File: src/rtl/bs_pkg.sv
// Shared definitions for the bit-serial receiver: state encoding, default word
// length and the bit-counter sizing helper.
package bs_pkg;

  typedef enum logic {
    BS_IDLE  = 1'b0,
    BS_SHIFT = 1'b1
  } bs_state_t;

  localparam int BS_LEN = 22;

  // Counter must hold 0..len inclusive.
  function automatic int bs_cnt_w(input int len);
    return $clog2(len + 1);
  endfunction

endpackage

File: src/rtl/bs_fifo2.sv
// Two-entry valid/ready buffer; head is always slot0 and every output is a
// flop. A push into a full buffer without a pop is ignored here.
module bs_fifo2 #(
  parameter int W = 22
) (
  input  logic         clk,
  input  logic         reset,
  input  logic         push,
  input  logic [W-1:0] push_data,
  output logic         full,
  input  logic         pop,
  output logic [W-1:0] head,
  output logic         valid
);

  logic [W-1:0] slot0;
  logic [W-1:0] slot1;
  logic         occ0;
  logic         occ1;
  logic         take;

  assign take = pop && occ0;

  // Occupancy is one-hot-ish: occ0 = at least one entry, occ1 = two entries.
  always_ff @(posedge clk or negedge reset) begin
    if (!reset) begin
      slot0 <= '0;
      slot1 <= '0;
      occ0  <= 1'b0;
      occ1  <= 1'b0;
    end else begin
      case ({push, take})
        2'b10: begin
          if (!occ0) begin
            slot0 <= push_data;
            occ0  <= 1'b1;
          end else if (!occ1) begin
            slot1 <= push_data;
            occ1  <= 1'b1;
          end
        end
        2'b01: begin
          if (occ1) begin
            slot0 <= slot1;
            occ1  <= 1'b0;
          end else begin
            occ0  <= 1'b0;
          end
        end
        2'b11: begin
          if (occ1) begin
            slot0 <= slot1;
            slot1 <= push_data;
          end else begin
            slot0 <= push_data;
          end
        end
        default: ;
      endcase
    end
  end

  assign head  = slot0;
  assign valid = occ0;
  assign full  = occ1;

endmodule

File: src/rtl/bs_deser.sv
// Bit-serial LSB-first receiver: assembles LEN-bit words framed by isync and
// hands them to a 2-entry output buffer, with sticky framing/overrun flags.
module bs_deser
  import bs_pkg::*;
#(
  parameter int LEN = BS_LEN
) (
  input  logic           clk,
  input  logic           reset,
  input  logic           is,
  input  logic           isync,
  output logic [LEN-1:0] o_data,
  output logic           o_valid,
  input  logic           o_ready,
  output logic           busy,
  output logic           frame_err,
  output logic           overrun,
  input  logic           clear_err
);

  localparam int CW = bs_cnt_w(LEN);

  bs_state_t      state;
  bs_state_t      state_n;
  logic [CW-1:0]  cnt;
  logic [CW-1:0]  cnt_n;
  logic [LEN-1:0] shift;
  logic [LEN-1:0] shift_n;
  logic           word_done;
  logic           ferr_set;
  logic           ovr_set;
  logic           fifo_push;
  logic           fifo_full;
  logic           fifo_pop;

  always_ff @(posedge clk or negedge reset) begin
    if (!reset) begin
      state <= BS_IDLE;
      cnt   <= '0;
      shift <= '0;
    end else begin
      state <= state_n;
      cnt   <= cnt_n;
      shift <= shift_n;
    end
  end

  // An isync always restarts at bit 0, whether idle or mid-frame.
  always_comb begin
    state_n   = state;
    cnt_n     = cnt;
    shift_n   = shift;
    word_done = 1'b0;
    ferr_set  = 1'b0;
    case (state)
      BS_IDLE: begin
        if (isync) begin
          shift_n    = '0;
          shift_n[0] = is;
          cnt_n      = CW'(1);
          state_n    = BS_SHIFT;
        end
      end
      BS_SHIFT: begin
        if (isync) begin
          ferr_set   = 1'b1;
          shift_n    = '0;
          shift_n[0] = is;
          cnt_n      = CW'(1);
        end else begin
          shift_n[cnt] = is;
          if (cnt == CW'(LEN - 1)) begin
            word_done = 1'b1;
            cnt_n     = '0;
            state_n   = BS_IDLE;
          end else begin
            cnt_n = cnt + CW'(1);
          end
        end
      end
      default: state_n = BS_IDLE;
    endcase
  end

  // A full buffer can still accept a word if its head leaves this cycle.
  assign fifo_pop  = o_valid && o_ready;
  assign fifo_push = word_done && (!fifo_full || fifo_pop);
  assign ovr_set   = word_done && fifo_full && !fifo_pop;

  bs_fifo2 #(.W(LEN)) u_fifo (
    .clk       (clk),
    .reset     (reset),
    .push      (fifo_push),
    .push_data (shift_n),
    .full      (fifo_full),
    .pop       (fifo_pop),
    .head      (o_data),
    .valid     (o_valid)
  );

  always_ff @(posedge clk or negedge reset) begin
    if (!reset) begin
      frame_err <= 1'b0;
      overrun   <= 1'b0;
    end else begin
      if (ferr_set)       frame_err <= 1'b1;
      else if (clear_err) frame_err <= 1'b0;
      if (ovr_set)        overrun   <= 1'b1;
      else if (clear_err) overrun   <= 1'b0;
    end
  end

  assign busy = (state == BS_SHIFT);

endmodule

File: config.mk
export PLATFORM = sky130hd
export DESIGN_NAME = bs_deser
export DESIGN_NICKNAME = d
export VERILOG_FILES = /design/src/rtl/bs_pkg.sv /design/src/rtl/bs_fifo2.sv /design/src/rtl/bs_deser.sv
export SDC_FILE = /design/constraint.sdc
export NUM_CORES = 1
export LEC_CHECK = 0
export ABC_CLOCK_PERIOD_IN_PS = 2200
export CORE_ASPECT_RATIO = 1.25
export CORE_MARGIN = 1
export CORE_UTILIZATION = 57
export DETAILED_ROUTE_END_ITERATION = 7
export PLACE_DENSITY_LB_ADDON = 0.12
export SYNTH_ARGS = -nofsm -noshare
export SYNTH_HDL_FRONTEND = slang
export SYNTH_SLANG_ARGS = --single-unit
File: constraint.sdc
create_clock -name clk -period 2.2 [get_ports clk]
set_clock_uncertainty 0.05 [all_clocks]
set_input_delay 0.44 -clock clk [delete_from_list [all_inputs] [get_ports clk]]
set_output_delay 0.44 -clock clk [all_outputs]
set_load 0.01 [all_outputs]
# Word-level counts from Yosys, hierarchy flattened
# Cells that the tools add are included.
[totals] regBits=76 input_bits=6 output_inout_bits=26 elab_cells=73
[classes] add_sub_neg=1 n_lt_le_gt_ge=2 n_eq_ne=10 mux=32 bitwise=1 n_reduce_logical=18
[ops] operator="22-bit two-way mux" count=7
[ops] operator="22-bit one-hot mux with 2 select lines" count=2
[ops] operator="22-bit one-hot mux with 3 select lines" count=1
[ops] operator="22-bit bitwise mux" count=1
[ops] operator="5-bit two-way mux" count=3
[ops] operator="1-bit two-way mux" count=13
[ops] operator="5-bit one-hot mux with 2 select lines" count=1
[ops] operator="2-bit nonzero test" count=4
[ops] operator="1-bit logical AND" count=6
[ops] operator="5-bit by 6-bit less-than comparator with 1-bit output (second input constant)" count=1
[ops] operator="2-bit by 1-bit inequality test with 1-bit output (second input constant)" count=3
[ops] operator="2-bit inequality test (second input constant)" count=3
[ops] operator="1-bit one-hot mux with 2 select lines" count=3
[ops] operator="3-bit AND reduction" count=2
[ops] operator="5-bit by 1-bit adder with 5-bit output (second input constant)" count=1
[ops] operator="1-bit demux with 5-bit select" count=1
[ops] operator="5-bit equality test (second input constant)" count=1
[ops] operator="5-bit by 1-bit >= comparator with 1-bit output (second input constant)" count=1
[ops] operator="2-bit equality test (second input constant)" count=2
[ops] operator="2-bit AND reduction" count=2
[ops] operator="3-bit nonzero test" count=1
[ops] operator="2-bit by 1-bit equality test with 1-bit output (second input constant)" count=1
[ops] operator="1-bit zero test" count=2
[ops] operator="1-bit logical OR" count=1
[ops] operator="1-bit NOT" count=1

# Longest topological paths before layout
[logic_depth] depth_word=10 depth_mapped=9 depth_no_buf=7

# Modules after synthesis
# A second synthesis with hierarchy kept.
[hier_totals] cells_unflattened=296 hier_area_um2=3532.1
[by_module_without_submodules] mod="bs_fifo2" n_inst=1 cells_each=134 area_each_um2=1984.4 seq_area_each_um2=1151.1
[by_module_without_submodules] mod="bs_deser" n_inst=1 cells_each=162 area_each_um2=1547.7 seq_area_each_um2=750.7

# Least setup slack after synthesis
# OpenSTA, ideal clock, no wires.
[synth_timing] kind="flip-flop to flip-flop" from="register cnt[1]" to="register u_fifo.slot1[21]" setup_time_ns=0.128 arrival_ns=1.802 t_required_ns=2.022 setup_slack_ns=0.221 stages_incl_launch_ff=8 path_buffers=1 period_less_slack_ns=1.979 path_cell_list="dfrtp_1 inv_1 ha_1 nand4b_1 nor3_2 nand3_1 buf_2 mux2_1"
[synth_via] elab_chain_len=10 word_cells_on_any_way=23 cone_classes="2 x order compare; 5 x eq/ne; 12 x mux; 4 x reduce/logical"
[synth_rtl] item="start, declared" line_no="bs_deser.sv:25" rtl="logic [CW-1:0] cnt;"
[synth_rtl] item="start signal, assigned" line_no="bs_deser.sv:43" rtl="cnt <= cnt_n;"
[synth_rtl] item="5-bit by 6-bit less-than comparator with 1-bit output (implied by the code) or 5-bit by 1-bit >= comparator with 1-bit output (tied branches)" line_no="bs_deser.sv:71" rtl="shift_n[cnt] = is;"
[synth_rtl] item="1-bit logical AND (implied by the code)" line_no="bs_deser.sv:71"
[synth_rtl] item="1-bit two-way mux (implied by the code)" line_no="bs_deser.sv:71"
[synth_rtl] item="1-bit demux with 5-bit select" line_no="bs_deser.sv:71"
[synth_rtl] item="22-bit bitwise mux" line_no="bs_deser.sv:71"
[synth_rtl] item="22-bit two-way mux" line_no="bs_deser.sv:65" rtl="if (isync) begin"
[synth_rtl] item="22-bit one-hot mux with 2 select lines" line_no="bs_deser.sv:55" rtl="case (state)"
[synth_rtl] item="22-bit two-way mux" line_no="bs_fifo2.sv:37" rtl="end else if (!occ1) begin"
[synth_rtl] item="22-bit two-way mux" line_no="bs_fifo2.sv:34" rtl="if (!occ0) begin"
[synth_rtl] item="22-bit one-hot mux with 2 select lines" line_no="bs_fifo2.sv:32" rtl="case ({push, take})"
[synth_rtl] item="end signal, assigned" line_no="bs_fifo2.sv:38" rtl="slot1 <= push_data;"
[synth_rtl] item="end signal, assigned" line_no="bs_fifo2.sv:53" rtl="slot1 <= push_data;"
[synth_rtl] item="end, declared" line_no="bs_fifo2.sv:17" rtl="logic [W-1:0] slot1;"
# Several ways; a longest one is shown, not always the timed one. The select of a mux whose other input is x is not followed.
# A chain may end at the register's enable or synchronous reset.

# Worst setup path after layout
[layout_timing] from="register state, in the netlist busy" to="register u_fifo.slot0[12], in the netlist u_fifo.head[12]"
[layout_via] word_cells_on_any_way=14 cone_classes="5 x eq/ne; 5 x mux; 1 x bitwise; 3 x reduce/logical"
[layout_rtl] item="start, declared" line_no="bs_deser.sv:23" rtl="bs_state_t state;"
[layout_rtl] item="start signal, assigned" line_no="bs_deser.sv:42" rtl="state <= state_n;"
[layout_rtl] item="1-bit NOT"
[layout_rtl] item="22-bit one-hot mux with 2 select lines (*)" line_no="bs_deser.sv:55"
[layout_rtl] item="named net shift_n[12]" line_no="bs_deser.sv:28" rtl="logic [LEN-1:0] shift_n;"
[layout_rtl] item="22-bit two-way mux (on tied branches)"
[layout_rtl] item="22-bit one-hot mux with 3 select lines (*)" line_no="bs_fifo2.sv:32"
[layout_rtl] item="end signal, assigned" line_no="bs_fifo2.sv:35" rtl="slot0 <= push_data;"
[layout_rtl] item="end signal, assigned" line_no="bs_fifo2.sv:44" rtl="slot0 <= slot1;"
[layout_rtl] item="end signal, assigned" line_no="bs_fifo2.sv:52" rtl="slot0 <= slot1;"
[layout_rtl] item="end, declared" line_no="bs_fifo2.sv:16" rtl="logic [W-1:0] slot0;"
# The timed path passes the listed nets; every way through them passes the cells marked *. The select of a mux whose other input is x is not followed.

==> flow_summary.toml <==
[cells_and_area]
drive_above_1_share_pct = 18.14
multiInputGateArea_um2 = 1582
n_antenna_cell = 0
fillCellCount = 487
seqCellArea_um2 = 1902
stdcell_count = 504
final_nets = 424
area_growth_pct = 20.45

[sta]
fin_crit_sh_pct = 91.71
rsz0062_at_grt = "no"
max_freq_mhz = 495.6
fin_crit_ns = 2.018
setup_viol = 0
drv_slew = 0
max_slew_margin_pct = 58.90
fin_hold_ws_ns = -0.01202
finalHoldViolations = 22
tightest_slew_ns = 0.6165

[setup_path]
slowest_stage = "dfrtp_1"
setup.worst_path.end_class = "register"
critPathKind = "reg -> reg"
r2r_end = "u_fifo.head[12]"
worstSetupEndpoint = "u_fifo.head[12]"
crit_path_start = "busy"
cp.depth = 6
r2r_slack_ns = 0.18
cp_max_fo = 10
r2r_start = "busy"
path_delay_family = "simple AND/OR/NAND/NOR gates"
worst-path-buf-inv = 1
reg2reg_depth = 6
worst_ep_arrival_time_ns = 2.22
critical_path_required_ns = 2.41
crit_chain = "buf_4 -> nand3b_1 -> or3_1 -> a21oi_1 -> nor2_1 -> o31ai_1"
slowest_delay_ns = 0.45
crit_path_start_kind = "register"

[placement]
place_hpwl_mm = 5.748
port-buffer-count = 31
gp_congestion = 0.9152
dp_cells = 488

[floorplanning]
fp-row-count = 32
die-height_um = 91.05
ioPinCount = 32
die-area_um2 = 6669
start_util_pct = 58.64
die_w_um = 73.24
core_um2 = 6166

[global_route]
grt_use_total_pct = 27.83
antenna_found_initial = 0
grt_pass1_wl_mm = 14.07
gr-total-overflow = 0
grt_pass1_vias = 2837
grt_max_degree = 42

[synth]
syn_area_um2 = 3616
yosysTopAreaCell = "dfrtp_1"
synth.avg_cell_area_um2 = 9.853
yosysWarnings = 0
ys_seq_area_share_pct = 52.60
synth_top_area_share_pct = 52.60
synth_commonest_cells = "dfrtp_1, a21oi_1, o21ai_0"
yosys-top-cells-area = "dfrtp_1, a21oi_1, mux2_2"
syn_nets = 377
ys_seq_elements = 76
synth_cell_type_count = 45
synth.most_common_cell = "dfrtp_1"
syn_inst = 367
synth-main-ff-cell = "dfrtp_1"
synth_edf_count = 0
ys_async_sr_fraction_pct = 100.0

[detailed_routing]
viasPerCell = 5.859
avgRoutedWirePerCell_um = 16.70
postRouteWirelength_mm = 8.417
first_pass_iters = 4
vias = 2953
drtIter0Drc = 249
ant_nets = 0
drc = 0

[clock_tree]
root_buffer = "clkbuf_8"
htreeDepth = 3
clockBufferDepth = 2
insertion_delay_ns = 0.35
clkSinkCount = 76
cts_tree = "yes"
cts-hold-fix-buffers = 0
clk_pin_slew_ns = 0.09
cts_buffers = 9

[min_path]
hold_class = "in -> async"

[power]
pwr_density_cell_nw_per_um2 = 621.7
ir_worst_vdd_uv = 480.4
leakagePower_nw = 1.899

[status]
status = "complete, but fails checks"
violations = "negative hold slack"

[run]
maxCapViolations = 0
[per-stage QoR]
stage | TNS (ns) | util [%] | setup WS (ns) | instance area (um2) | total power [mW]
global placement | -0.6798 | 67.49 | -0.05951 | 4161 | 1.739
CTS | 0 | 70.45 | 0.06180 | 4344 | 2.725
finish | 0 | 70.64 | 0.1823 | 4355 | 2.708
detailed placement | -1.094 | 67.49 | -0.1006 | 4161 | 1.744
floorplan | 0 | - | 0.2208 | 3616 | 1.604
global route | 0 | 70.64 | 0.007037 | 4355 | 2.834
[report_power, final]
group	internal [mW]	leakage, nW	switching (mW)
clock	0.429	0.0925	0.561
combinational	0.109	0.786	0.161
sequential	1.43	1.02	0.0204
[logic make-up after synthesis]
kind of cell / after synthesis / synth area share, %
AO/OA/AOI/OAI: 116 / 18.75
AND/OR/NAND/NOR: 113 / 15.92
flip-flops: 76 / 52.60
buffers and inverters: 34 / 3.979
multiplexers: 23 / 7.128
adder cells (fa/ha/maj): 4 / 1.384
XOR/XNOR: 1 / 0.2423
[cell type report]
class                           count  area share, %
Sequential cell                    76          43.67
Multi-Input combinational cell    257          36.31
Timing Repair Buffer               62          12.70
Clock buffer                        9          2.844
Tap cell                           85          2.442
Clock inverter                      7          1.350
Inverter                            8         0.6895
[flip-flops by register name (all words and copies together), names as in the netlist]
register	count
u_fifo.head	22
u_fifo.valid	1
u_fifo.slot1	22
busy	1
shift	22
u_fifo.full	1
cnt	5
frame_err	1
overrun	1
[worst min-delay path by stage]
| stage | from | endpoint | slack [ns] |
|---|---|---|---|
| final | reset | u_fifo.slot1[21] | -0.01 |
| after global routing | reset | u_fifo.slot1[21] | 0.02 |
| after CTS | reset | u_fifo.slot1[21] | 0.007 |
| after detailed placement | reset | u_fifo.slot1[21] | 0.38 |
| after global placement | reset | u_fifo.slot1[21] | 0.38 |
| after floorplan | reset | busy | 0.09 |
[worst register-to-register path, stage by stage (launching register included)]
cell and delay (ns):
dfrtp_1 0.45, buf_4 0.17, nand3b_1 0.26, or3_1 0.44, a21oi_1 0.23, nor2_1 0.08, o31ai_1 0.25
[routing by layer]
layer  global-route usage, %  part of all wire [%]  wire length, um
met1                   37.67                    44             3728
met2                   44.91                    48             4037
met3                   3.885                   5.5              459
met4                   10.62                   2.3              191
met5                       0                     0                0
[layout by cell type (no fill, tap or decap), types with 2 or more instances in the layout]
cell / netlist / final
o21ai_0: 33 / 33
o211ai_1: 4 / 4
nand3_1: 18 / 18
inv_6: 0 / 3
clkdlybuf4s50_1: 0 / 30
and3b_1: 2 / 2
nor2_1: 30 / 30
inv_1: 8 / 8
nor3b_1: 2 / 2
ha_1: 4 / 4
nor2b_1: 5 / 5
clkbuf_8: 0 / 9
nand2_1: 25 / 25
and2_1: 2 / 2
or3_1: 7 / 7
a21oi_2: 2 / 3
a31oi_1: 2 / 2
o22ai_1: 3 / 3
nand3b_1: 2 / 2
o31ai_1: 13 / 13
nand2b_1: 6 / 6
nor3_1: 4 / 4
buf_4: 1 / 31
dfrtp_1: 76 / 76
mux2_2: 21 / 21
nand4b_1: 2 / 2
and4b_1: 2 / 2
a21oi_1: 50 / 49
[repair_timing]
action / in CTS / in global routing
endpoints found under the setup margin: 0 / 18
buffers inserted: 0 / 0
gates resized for setup: 0 / 3
Power figures use the tool's default switching activity.
